`src/rtl/instruction_fetch_pkg.sv`:
```
// rtl/instruction_fetch_pkg.sv - ISA opcodes, length constants, fetch FSM encodings
package instruction_fetch_pkg;

  localparam logic [7:0] OP_NOP   = 8'h00;
  localparam logic [7:0] OP_ADD   = 8'h01;
  localparam logic [7:0] OP_SUB   = 8'h02;
  localparam logic [7:0] OP_MOVRR = 8'h03;
  localparam logic [7:0] OP_MOVRA = 8'h04;
  localparam logic [7:0] OP_MOVAR = 8'h05;
  localparam logic [7:0] OP_MOVDR = 8'h06;
  localparam logic [7:0] OP_JMP   = 8'h07;
  localparam logic [7:0] OP_JNB   = 8'h09;
  localparam logic [7:0] OP_CLR   = 8'h12;

  localparam logic [1:0] LEN_1 = 2'd1;
  localparam logic [1:0] LEN_2 = 2'd2;
  localparam logic [1:0] LEN_3 = 2'd3;

  localparam logic [1:0] F_OP  = 2'd0;
  localparam logic [1:0] F_OP1 = 2'd1;
  localparam logic [1:0] F_OP2 = 2'd2;
  localparam logic [1:0] HOLD  = 2'd3;

  typedef struct packed {
    logic [1:0] len;
    logic       illegal;
  } len_info_t;

  // Unknown opcodes are treated as single-byte so fetch keeps moving.
  function automatic len_info_t isa_len(input logic [7:0] op);
    len_info_t info;
    info.len     = LEN_1;
    info.illegal = 1'b0;
    case (op)
      OP_NOP, OP_CLR:                     info.len = LEN_1;
      OP_ADD, OP_SUB, OP_MOVRR, OP_JMP:   info.len = LEN_2;
      OP_MOVRA, OP_MOVAR, OP_MOVDR, OP_JNB: info.len = LEN_3;
      default:                            info.illegal = 1'b1;
    endcase
    return info;
  endfunction

endpackage

```
`src/rtl/instruction_fetch_if.sv`:
```
// rtl/instruction_fetch_if.sv - PM read port, decoder handshake and redirect bundle
interface instruction_fetch_if #(
  parameter int ADDR_W = 8,
  parameter int DATA_W = 8
);
  logic [ADDR_W-1:0] pm_addr;
  logic [DATA_W-1:0] pm_data;
  logic              instr_valid;
  logic              instr_ready;
  logic [DATA_W-1:0] opcode;
  logic [DATA_W-1:0] op1;
  logic [DATA_W-1:0] op2;
  logic [1:0]        instr_len;
  logic [ADDR_W-1:0] instr_pc;
  logic              illegal;
  logic              jump_en;
  logic [ADDR_W-1:0] jump_target;

  modport master (
    output pm_addr, instr_valid, opcode, op1, op2, instr_len, instr_pc, illegal,
    input  pm_data, instr_ready, jump_en, jump_target
  );

  modport slave (
    input  pm_addr, instr_valid, opcode, op1, op2, instr_len, instr_pc, illegal,
    output pm_data, instr_ready, jump_en, jump_target
  );
endinterface

```
`src/rtl/instruction_fetch_isa_len_decode.sv`:
```
// rtl/instruction_fetch_isa_len_decode.sv - combinational opcode to length/illegal lookup
module isa_len_decode
  import instruction_fetch_pkg::*;
#(
  parameter int DATA_W = 8
) (
  input  logic [DATA_W-1:0] opcode_i,
  output logic [1:0]        len_o,
  output logic              illegal_o
);
  len_info_t info;
  logic      hi_nz;

  // Bits above the 8-bit ISA field make the opcode illegal on wider ports.
  assign hi_nz     = (opcode_i >> 8) != '0;
  assign info      = isa_len(8'(opcode_i));
  assign len_o     = hi_nz ? LEN_1 : info.len;
  assign illegal_o = hi_nz | info.illegal;
endmodule

```
`src/rtl/instruction_fetch.sv`:
```
// rtl/instruction_fetch.sv - PC, byte-collect FSM and decoder-side instruction register
module instruction_fetch
  import instruction_fetch_pkg::*;
#(
  parameter int                ADDR_W   = 8,
  parameter int                DATA_W   = 8,
  parameter logic [ADDR_W-1:0] RESET_PC = '0
) (
  input  logic                clk,
  input  logic                rst,
  instruction_fetch_if.master ifb
);
  logic [1:0]        state_q, state_d;
  logic [ADDR_W-1:0] pc_q, pc_d;
  logic [DATA_W-1:0] opcode_q, opcode_d;
  logic [DATA_W-1:0] op1_q, op1_d;
  logic [DATA_W-1:0] op2_q, op2_d;
  logic [1:0]        len_q, len_d;
  logic [ADDR_W-1:0] ipc_q, ipc_d;
  logic              illegal_q, illegal_d;
  logic [1:0]        dec_len;
  logic              dec_illegal;
  logic              valid;
  logic [ADDR_W-1:0] pc_inc;

  isa_len_decode #(.DATA_W(DATA_W)) u_len_decode (
    .opcode_i  (ifb.pm_data),
    .len_o     (dec_len),
    .illegal_o (dec_illegal)
  );

  assign valid  = (state_q == HOLD);
  assign pc_inc = pc_q + ADDR_W'(1);

  always_comb begin
    state_d   = state_q;
    pc_d      = pc_q;
    opcode_d  = opcode_q;
    op1_d     = op1_q;
    op2_d     = op2_q;
    len_d     = len_q;
    ipc_d     = ipc_q;
    illegal_d = illegal_q;
    case (state_q)
      F_OP: begin
        opcode_d  = ifb.pm_data;
        op1_d     = '0;
        op2_d     = '0;
        ipc_d     = pc_q;
        len_d     = dec_len;
        illegal_d = dec_illegal;
        pc_d      = pc_inc;
        state_d   = (dec_len == LEN_1) ? HOLD : F_OP1;
      end
      F_OP1: begin
        op1_d   = ifb.pm_data;
        pc_d    = pc_inc;
        state_d = (len_q == LEN_2) ? HOLD : F_OP2;
      end
      F_OP2: begin
        op2_d   = ifb.pm_data;
        pc_d    = pc_inc;
        state_d = HOLD;
      end
      default: begin
        if (ifb.instr_ready) state_d = F_OP;
      end
    endcase
    // Redirect wins for PC/state; any partially collected bytes are never presented.
    if (ifb.jump_en) begin
      pc_d    = ifb.jump_target;
      state_d = F_OP;
    end
  end

  always_ff @(posedge clk) begin
    if (rst) begin
      state_q   <= F_OP;
      pc_q      <= RESET_PC;
      opcode_q  <= '0;
      op1_q     <= '0;
      op2_q     <= '0;
      len_q     <= LEN_1;
      ipc_q     <= RESET_PC;
      illegal_q <= 1'b0;
    end else begin
      state_q   <= state_d;
      pc_q      <= pc_d;
      opcode_q  <= opcode_d;
      op1_q     <= op1_d;
      op2_q     <= op2_d;
      len_q     <= len_d;
      ipc_q     <= ipc_d;
      illegal_q <= illegal_d;
    end
  end

  assign ifb.pm_addr     = pc_q;
  assign ifb.instr_valid = valid;
  assign ifb.opcode      = opcode_q;
  assign ifb.op1         = op1_q;
  assign ifb.op2         = op2_q;
  assign ifb.instr_len   = len_q;
  assign ifb.instr_pc    = ipc_q;
  assign ifb.illegal     = illegal_q;
endmodule

```
`src/flat_wrapper.sv`:
```
// flat-port wrapper written by rule: the top's interface ports become plain ports
module instruction_fetch_flat import instruction_fetch_pkg::*;
#(
  parameter int                ADDR_W   = 8,
  parameter int                DATA_W   = 8,
  parameter logic [ADDR_W-1:0] RESET_PC = '0
)
  (clk, rst, ifb_pm_addr, ifb_instr_valid, ifb_opcode, ifb_op1, ifb_op2, ifb_instr_len, ifb_instr_pc, ifb_illegal, ifb_pm_data, ifb_instr_ready, ifb_jump_en, ifb_jump_target);
  instruction_fetch_if #(.ADDR_W(ADDR_W), .DATA_W(DATA_W)) ifb_i ();
  input  logic clk;
  input  logic rst;
  output wire logic [$bits(ifb_i.pm_addr)-1:0] ifb_pm_addr;
  output wire logic [$bits(ifb_i.instr_valid)-1:0] ifb_instr_valid;
  output wire logic [$bits(ifb_i.opcode)-1:0] ifb_opcode;
  output wire logic [$bits(ifb_i.op1)-1:0] ifb_op1;
  output wire logic [$bits(ifb_i.op2)-1:0] ifb_op2;
  output wire logic [$bits(ifb_i.instr_len)-1:0] ifb_instr_len;
  output wire logic [$bits(ifb_i.instr_pc)-1:0] ifb_instr_pc;
  output wire logic [$bits(ifb_i.illegal)-1:0] ifb_illegal;
  input wire logic [$bits(ifb_i.pm_data)-1:0] ifb_pm_data;
  input wire logic [$bits(ifb_i.instr_ready)-1:0] ifb_instr_ready;
  input wire logic [$bits(ifb_i.jump_en)-1:0] ifb_jump_en;
  input wire logic [$bits(ifb_i.jump_target)-1:0] ifb_jump_target;
  assign ifb_pm_addr = ifb_i.pm_addr;
  assign ifb_instr_valid = ifb_i.instr_valid;
  assign ifb_opcode = ifb_i.opcode;
  assign ifb_op1 = ifb_i.op1;
  assign ifb_op2 = ifb_i.op2;
  assign ifb_instr_len = ifb_i.instr_len;
  assign ifb_instr_pc = ifb_i.instr_pc;
  assign ifb_illegal = ifb_i.illegal;
  assign ifb_i.pm_data = ifb_pm_data;
  assign ifb_i.instr_ready = ifb_instr_ready;
  assign ifb_i.jump_en = ifb_jump_en;
  assign ifb_i.jump_target = ifb_jump_target;
  instruction_fetch #(.ADDR_W(ADDR_W), .DATA_W(DATA_W), .RESET_PC(RESET_PC)) u_core (.clk(clk), .rst(rst), .ifb(ifb_i));
endmodule
```
`config.mk`:
```
export PLATFORM = sky130hd
export DESIGN_NAME = instruction_fetch_flat
export DESIGN_NICKNAME = d
export VERILOG_FILES = /design/src/rtl/instruction_fetch_pkg.sv /design/src/rtl/instruction_fetch_if.sv /design/src/rtl/instruction_fetch_isa_len_decode.sv /design/src/rtl/instruction_fetch.sv /design/src/flat_wrapper.sv
export SDC_FILE = /design/constraint.sdc
export NUM_CORES = 1
export LEC_CHECK = 0
export BUFFER_PORTS_ARGS = -buffer_cell sky130_fd_sc_hd__clkbuf_2
export CAP_MARGIN = 20
export CORE_MARGIN = 1.5
export CORE_UTILIZATION = 45
export CTS_BUF_LIST = sky130_fd_sc_hd__clkbuf_4 sky130_fd_sc_hd__clkbuf_8
export DETAILED_ROUTE_END_ITERATION = 6
export MAX_ROUTING_LAYER = met4
export PLACE_DENSITY = 0.82
export SLEW_MARGIN = 20
export SYNTH_ARGS = -nofsm -noshare
export SYNTH_HDL_FRONTEND = slang
export SYNTH_SLANG_ARGS = --single-unit
```
`constraint.sdc`:
```
create_clock -name clk -period 3.65 [get_ports clk]
set_input_delay 0.73 -clock clk [delete_from_list [all_inputs] [get_ports clk]]
set_output_delay 0.73 -clock clk [all_outputs]
set_load 0.05 [all_outputs]
```
# Word level (Yosys, flattened, before mapping)
# Index checks and enable logic that the tools add are counted.
# word_totals
ff_bits	45
input_bits	20
output_inout_bits	44
word_cells	44
# op_classes
n_addsub	1
n_eq_ne	14
n_mux	10
reduce_logical	11
# op_table
op	n
$eq 8x3->1 const B	4
$pmux 8 s2	2
$eq 8x2->1 const B	2
$mux 8	2
$reduce_or 10->1	1
$add 8x1->8 const B	1
$eq 8x1->1 const B	1
$eq 8x4->1 const B	1
$eq 8x5->1 const B	1
$logic_not 8->1	1
$reduce_or 4->1	2
$eq 2x2->1 const B	3
$pmux 2 s3	1
$reduce_bool 2->1	3
$eq 2x1->1 const B	2
$mux 2	2
$pmux 2 s2	1
$reduce_bool 4->1	1
$reduce_or 3->1	1
$logic_not 2->1	1
$mux 1	2
$reduce_or 2->1	1

# Depth between registers and ports, before layout
# Gate-level depths: netlist of the first run.
# logic_depth
ltp_word	6
mapped_depth	7
ltp_nobuf	5

# By module
# A second synthesis of the first run with hierarchy kept.
# hier_totals
hier_cells	222
area_unflattened_um2	2003.2
# modules_own_cells
mod	instances	cells_each	area_each_um2	seq_area_each_um2
instruction_fetch	1	211	1926.8	900.9
isa_len_decode	1	11	76.3	0.0

# Least setup slack after synthesis of the first run
# No wires, ideal clock.
# synth_timing
path_type	register to register
startpoint	reg u_core.state_q[0]
endpoint	reg u_core.pc_q[5] (netlist: u_core.ifb.pm_addr[5])
setup_ns	0.114
arrival_ns	1.700
t_required_ns	3.536
path_slack_ns	1.835
stages_incl_launch_ff	6
path_buffers	1
synth_period_minus_slack_ns	1.815
cell_sequence	dfxtp_1 > ha_1 > buf_6 > and3b_1 > nor4bb_1 > a2111oi_0
# synth_between
elab_chain_len	3
word_cells_on_any_way	5
classes_between	eq/ne: 2; reduce/logical: 3
# synth_rtl
element	line	text
start: declaration	instruction_fetch.sv:13	logic [1:0] state_q, state_d;
start signal: assignment	instruction_fetch.sv:87	state_q <= state_d;
$eq 2x1->1, or another cell as far along	instruction_fetch.sv:44	case (state_q)
$reduce_or 3->1 (no source line) (*)	-	
$reduce_bool 2->1 (no source line) (*)	-	
end signal: assignment	instruction_fetch.sv:88	pc_q <= pc_d;
end: declaration	instruction_fetch.sv:14	logic [ADDR_W-1:0] pc_q, pc_d;
# Mark *: on every way between the ends. The rest lies on a longest branch, timed or not.
# A chain may end at the register's enable or synchronous reset.

# Final worst setup path of the first run
# layout_timing
startpoint	reg u_core.state_q[0]
endpoint	out ifb_instr_valid
# layout_between
elab_chain_len	1
# layout_rtl
element	line	text
$eq 2x2->1	instruction_fetch.sv:32	assign valid = (state_q == HOLD);
end: declaration	flat_wrapper.sv:13	output wire logic [$bits(ifb_i.instr_valid)-1:0] ifb_instr_valid;
# Every way passes these cells.

==> flow_metrics.tcl, run 1 <==
set metrics [dict create \
    status "finished clean" \
    routed_via_density 5.25 \
    first_global_vias 1569 \
    power.switching_fraction_pct 32.4 \
    worst_ep_required_ps 2920 \
    die-width_um 69.2 \
    synthTopCellsByArea "dfxtp_1 46%, mux2i_1 8.1%, nor2_1 7.6%, nor3b_1 6.1%, a21oi_1 5.1%" \
    area.growth.synth_to_final_pct 19.8 \
    grt_usage_pct 18.9 \
    totalWireLength_um 4370 \
    wire_length_of_the_first_global_routing_pass_um 7310 \
    worst_r2r_endpoint "u_core.state_q[1]" \
    htree_num_levels 2 \
    synthDominantAreaCellType "dfxtp_1" \
    timing.critical_path.fanout_max 9 \
    fin_nets 295 \
    synth_flop_cell "dfxtp_1" \
    async_flop_share_pct 0 \
    cp-start-kind "flip-flop" \
    clk-insertion-delay-late_ps 290 \
    synth-edff-count 0 \
    path_category_of_the_worst_min_delay_check "flip-flop to flip-flop" \
    leakagePower_nw 1.09 \
    residual_drc_count 0 \
    synth-seq-area-share_pct 45.6 \
    dr.first_iter.drc_count 86 \
    post_cts_hold_buffer_count 0 \
    dp_hpwl_um 3130 \
    gr-total-overflow 0 \
    fp.dieH_um 69.2 \
    syn_avg_cell_area_um2 9.18 \
    drt_pass1_iterations 4 \
    slew_violations 0 \
    tritoncts "built" \
    routabilityCongestion 0.821 \
    top_level_ports 64 \
    hold_viol_final 0 \
    pwr-share-comb_pct 23.5 \
    maximum_number_of_pins_on_one_net_before_global_route_repair 48 \
    post_synth_instance_area_um2 1970 \
    design.die.area_um2 4790 \
    synthesis.instances 215 \
    final_layout_size_suffix_gt1_share_pct 28.8 \
    r2r.worst_path.cells 6 \
    worstPathCellList "ha_1, clkbuf_2" \
    grt_setup_unrepaired "false" \
    tns_ps 0 \
    max_cap_viol_count 0 \
    power.share.clock_pct 27.9 \
    synth_warnings 0 \
    portBuffers 63 \
    final.setup.worst_slack_ps 1510 \
    max_clock_freq_mhz 466 \
    regToRegSetupSlack_ps 1570 \
    slew_headroom_pct 36.6 \
    initial_core_util_pct 48.0 \
    avgRoutedWirePerCell_um 13.6 \
    clock_path_buffers 2 \
    post_synth_num_cell_types 42 \
    power_density_nw_per_um2 472 \
    cts_post_setup_buffers_inserted 0 \
    final_critical_path_required_period_ps 2140 \
    synth.net_count 240 \
    launch_point_of_the_worst_hold_path "u_core.ifb.opcode[0]" \
    power.net_switching_mw 0.362 \
    synthMostInstantiatedCell "dfxtp_1" \
    antenna_violating_nets_post_route 0 \
    ctsRootBufferMaster "clkbuf_8" \
    data_arrival_time_of_the_critical_path_ps 1410 \
    report.final.setup_viol 0 \
    n_antenna_cell 0 \
    hold-path-endpoint "u_core.ifb.opcode[0]" \
    crit_path_max_incr_delay_ps 390 \
    ys_ff_latch 45 \
    cpMaxStageDelayCell "ha_1" \
    hold-path-cell-count 2 \
    cts-resized-gates 0 \
    design.core.area_um2 4120 \
    clk_pin_slew_worst_paths_ps 80 \
    worst_setup_path_end_kind "primary output" \
    rr_startpoint "u_core.state_q[0]" \
    clock_sinks 45 \
    synth_top_cell_area_share_pct 45.6 \
    cts_made_buffers 5 \
    place_worst_setup_slack_ps 1580 \
    placementRows 23 \
    final_min_period_over_clock_period_pct 58.8 \
    share_seq_of_total_power_pct 48.6 \
    ys_top_cells_by_count "45 x dfxtp_1, 40 x nor2_1, 20 x a21oi_1, 16 x mux2i_1, 16 x nor3b_1" \
    grt_antenna_before_repair 0 \
    timing.setup.critical_path_class "flip-flop to primary output" \
    internal-power_mw 0.755 \
    finClkSkew_ps 4.08 \
    worst_pin_slew_ps 951 \
    vias 1684 \
    ir_drop_mv 0.288 \
]
## power by group through the flow
stage	logic, mW	registers, mW	clock network, mW
after floorplan	0.108	0.647	0
after global placement	0.259	0.554	0
after detailed placement	0.264	0.555	0
after CTS	0.265	0.543	0.317
after global routing	0.281	0.548	0.344
final	0.263	0.543	0.311
## per-stage QoR
step                utilization, %  cell area, um2  power, mW  std cells  hold WS, ps
floorplan                        -            1970      0.754        215          474
global placement              55.2            2270      0.813        313          477
detailed placement            55.2            2270      0.818        313          485
CTS                           57.5            2360       1.13        321          503
global route                  57.5            2360       1.17        321          531
finish                        57.5            2360       1.12        321          500
## placed cells by master (no fill, tap or decap), types with 2 or more instances in the layout
master,instances
clkbuf_2,63
dfxtp_1,45
nor2_1,40
a21oi_1,20
mux2i_1,16
nor3b_1,16
inv_1,7
nand2_1,7
a211oi_1,5
clkbuf_8,5
ha_1,4
nor4_1,3
nor3_1,3
and4_1,3
clkbuf_4,3
nand4_1,2
or3b_2,2
a2111oi_0,2
xnor2_1,2
## area by class of cell
class	instances	area [um2]
Fill cell	401	1750
Multi-Input combinational cell	147	961
Sequential cell	45	901
Timing Repair Buffer	64	323
Clock buffer	8	91.3
Tap cell	50	62.6
Inverter	7	26.3
## state kept, by name (all words and copies together), names as in the netlist
register and cells:
u_core.ifb.instr_pc 8, u_core.ifb.op1 8, u_core.ifb.op2 8, u_core.ifb.opcode 8
u_core.ifb.pm_addr 8, u_core.ifb.instr_len 2, u_core.state_q 2, u_core.ifb.illegal 1
## worst max-delay path by stage
stage	from	end	slack, ps
after global placement	u_core.state_q[0]	u_core.state_q[1]	1680
after floorplan	u_core.state_q[0]	u_core.ifb.pm_addr[5]	1840
final	u_core.state_q[0]	ifb_instr_valid	1510
after detailed placement	u_core.state_q[0]	u_core.state_q[1]	1580
after CTS	u_core.state_q[0]	ifb_instr_valid	1490
after global routing	u_core.state_q[0]	ifb_instr_valid	1410
## worst max-delay path: cells and delay by family (launching register included)
family / cells / cell delay (ps)
flip-flops: 1 / 380
adder cells (fa/ha/maj): 1 / 390
buffers and inverters: 1 / 350
## routing by layer
metal  vias up  track usage, %  share of wire, %
met1       781            24.5                48
met3         6            3.63               3.6
met5         -               -                 0
li1        860               -                 -
met2        37            29.4                47
met4         0            7.19               1.5
## cell families after synthesis
group / after synthesis / share of synthesized area (%)
buffers and inverters: 23 / 5.83
flip-flops: 45 / 45.6
adder cells (fa/ha/maj): 6 / 3.68
AND/OR/NAND/NOR: 85 / 23.0
AO/OA/AOI/OAI: 36 / 11.9
XOR/XNOR: 3 / 1.33
multiplexers: 17 / 8.68
Note: power is estimated with default switching activity, not from simulation.
==> inputs of run 2 (changes only) <==
Clock period 3.65 ns to 2.23 ns, I/O delays scaled along.
==> flow_metrics.tcl, run 2 (synthesized netlist as in run 1, its figures left out) <==
set metrics [dict create \
    final_critical_path_required_period_ps 1900 \
    avgRoutedWirePerCell_um 14.1 \
    clock_path_buffers 2 \
    fin_nets 300 \
    slew_headroom_pct 54.8 \
    dr.first_iter.drc_count 92 \
    n_antenna_cell 0 \
    cts_made_buffers 5 \
    vias 1732 \
    antenna_violating_nets_post_route 0 \
    slew_violations 0 \
    cp-start-kind "flip-flop" \
    drt_pass1_iterations 4 \
    hold_viol_final 0 \
    timing.setup.critical_path_class "flip-flop to primary output" \
    pwr_total_mw 1.96 \
    grt_antenna_before_repair 0 \
    die-width_um 69.2 \
    totalWireLength_um 4590 \
    hold-path-cell-count 3 \
    first_global_vias 1648 \
    post_cts_hold_buffer_count 0 \
    wire_length_of_the_first_global_routing_pass_um 7460 \
    rr_startpoint "u_core.state_q[1]" \
    hold-path-endpoint "u_core.ifb.pm_addr[1]" \
    cts-resized-gates 0 \
    path_category_of_the_worst_min_delay_check "primary input to flip-flop" \
    crit_path_max_incr_delay_ps 400 \
    clock_sinks 45 \
    launch_point_of_the_worst_hold_path "ifb_jump_target[1]" \
    finClkSkew_ps 9.44 \
    final_layout_size_suffix_gt1_share_pct 30.1 \
    report.final.setup_viol 0 \
    portBuffers 63 \
    ctsRootBufferMaster "clkbuf_8" \
    maximum_number_of_pins_on_one_net_before_global_route_repair 35 \
    worst_setup_path_end_kind "primary output" \
    mostFrequentLayoutCell "clkbuf_2" \
    power_density_nw_per_um2 808 \
    top_library_cells_by_usage_in_the_layout_fill_and_taps_aside "63 x clkbuf_2, 45 x dfxtp_1, 40 x nor2_1" \
    htree_num_levels 2 \
    data_arrival_time_of_the_critical_path_ps 1450 \
    clk-insertion-delay-late_ps 300 \
    cp_num_buf_inv 1 \
    placementRows 23 \
    fp.dieH_um 69.2 \
    tns_ps 0 \
    cts_post_setup_buffers_inserted 0 \
    status "finished clean" \
    grt_setup_unrepaired "false" \
    gr-total-overflow 0 \
    worst_pin_slew_ps 678 \
    clk_pin_slew_worst_paths_ps 90 \
    place_area_um2 2310 \
    timing.critical_path.fanout_max 9 \
    max_clock_freq_mhz 528 \
    residual_drc_count 0 \
    cpMaxStageDelayCell "dfxtp_1" \
    r2r.worst_path.cells 4 \
    initial_core_util_pct 48.0 \
    final_min_period_over_clock_period_pct 85.0 \
    routed_via_density 5.31 \
    leakagePower_nw 1.13 \
    design.core.area_um2 4120 \
    tritoncts "built" \
    ir_drop_mv 0.468 \
    design.die.area_um2 4790 \
    worst_ep_required_ps 1780 \
    numPlacedInstances 318 \
    regToRegSetupSlack_ps 470 \
    max_cap_viol_count 0 \
    crit_family "flip-flops" \
    nFillCells 372 \
    area.growth.synth_to_final_pct 22.9 \
    worstPathCellList "ha_1, clkbuf_2" \
    worst_r2r_endpoint "u_core.ifb.pm_addr[5]" \
    dp_hpwl_um 3300 \
    routabilityCongestion 0.782 \
    post_layout_nonfiller_instances 326 \
    finalInstanceArea_um2 2430 \
    top_level_ports 64 \
    grt_usage_pct 19.5 \
]
[run 2: how the worst max path moves through the flow]
stage,depth (start not counted),startpoint,end
after floorplan,5,u_core.state_q[0],u_core.ifb.pm_addr[5]
after global placement,4,ifb_pm_data[0],u_core.state_q[1]
after detailed placement,4,u_core.state_q[1],u_core.ifb.pm_addr[5]
after CTS,2,u_core.state_q[1],ifb_instr_valid
after global routing,2,u_core.state_q[1],ifb_instr_valid
final,2,u_core.state_q[1],ifb_instr_valid
[run 2: metrics by stage]
| step | setup slack [ps] | hold slack [ps] | util (%) |
|---|---|---|---|
| floorplan | 415 | 474 | - |
| global placement | 574 | 471 | 56.2 |
| detailed placement | 506 | 489 | 56.2 |
| CTS | 332 | 364 | 59.0 |
| global route | 265 | 366 | 59.0 |
| finish | 335 | 369 | 59.0 |
[run 2: area by class of cell]
type	instances	area, um2	share of cell area, %
clock buffers	6	76.3	3.15
inverters	7	26.3	1.08
flip-flops and latches	45	901	37.1
repair buffers	69	360	14.9
multi-input cells	147	961	39.6
clock inverters	2	38.8	1.60
well taps	50	62.6	2.58
[run 2: report_power, final]
group          switching, mW  internal, mW  total, mW  leakage, nW
clock network          0.279         0.349      0.628       0.0588
registers             0.0367         0.852      0.889        0.369
logic                  0.312         0.133      0.444        0.699
total                  0.628          1.33       1.96         1.13
[run 2: routing by layer]
metal | track usage [%] | up-vias | part of all wire, %
li1 | - | 873 | -
met1 | 23.9 | 821 | 49
met2 | 31.7 | 36 | 47
met3 | 5.09 | 2 | 3.9
met4 | 5.45 | 0 | 0.48
met5 | - | - | 0
[run 2: worst reg2reg max path, stage by stage (launching register included)]
cell       delay, ps
dfxtp_1          400
ha_1             400
and3b_1          280
nor4bb_1         160
a2111oi_0        390
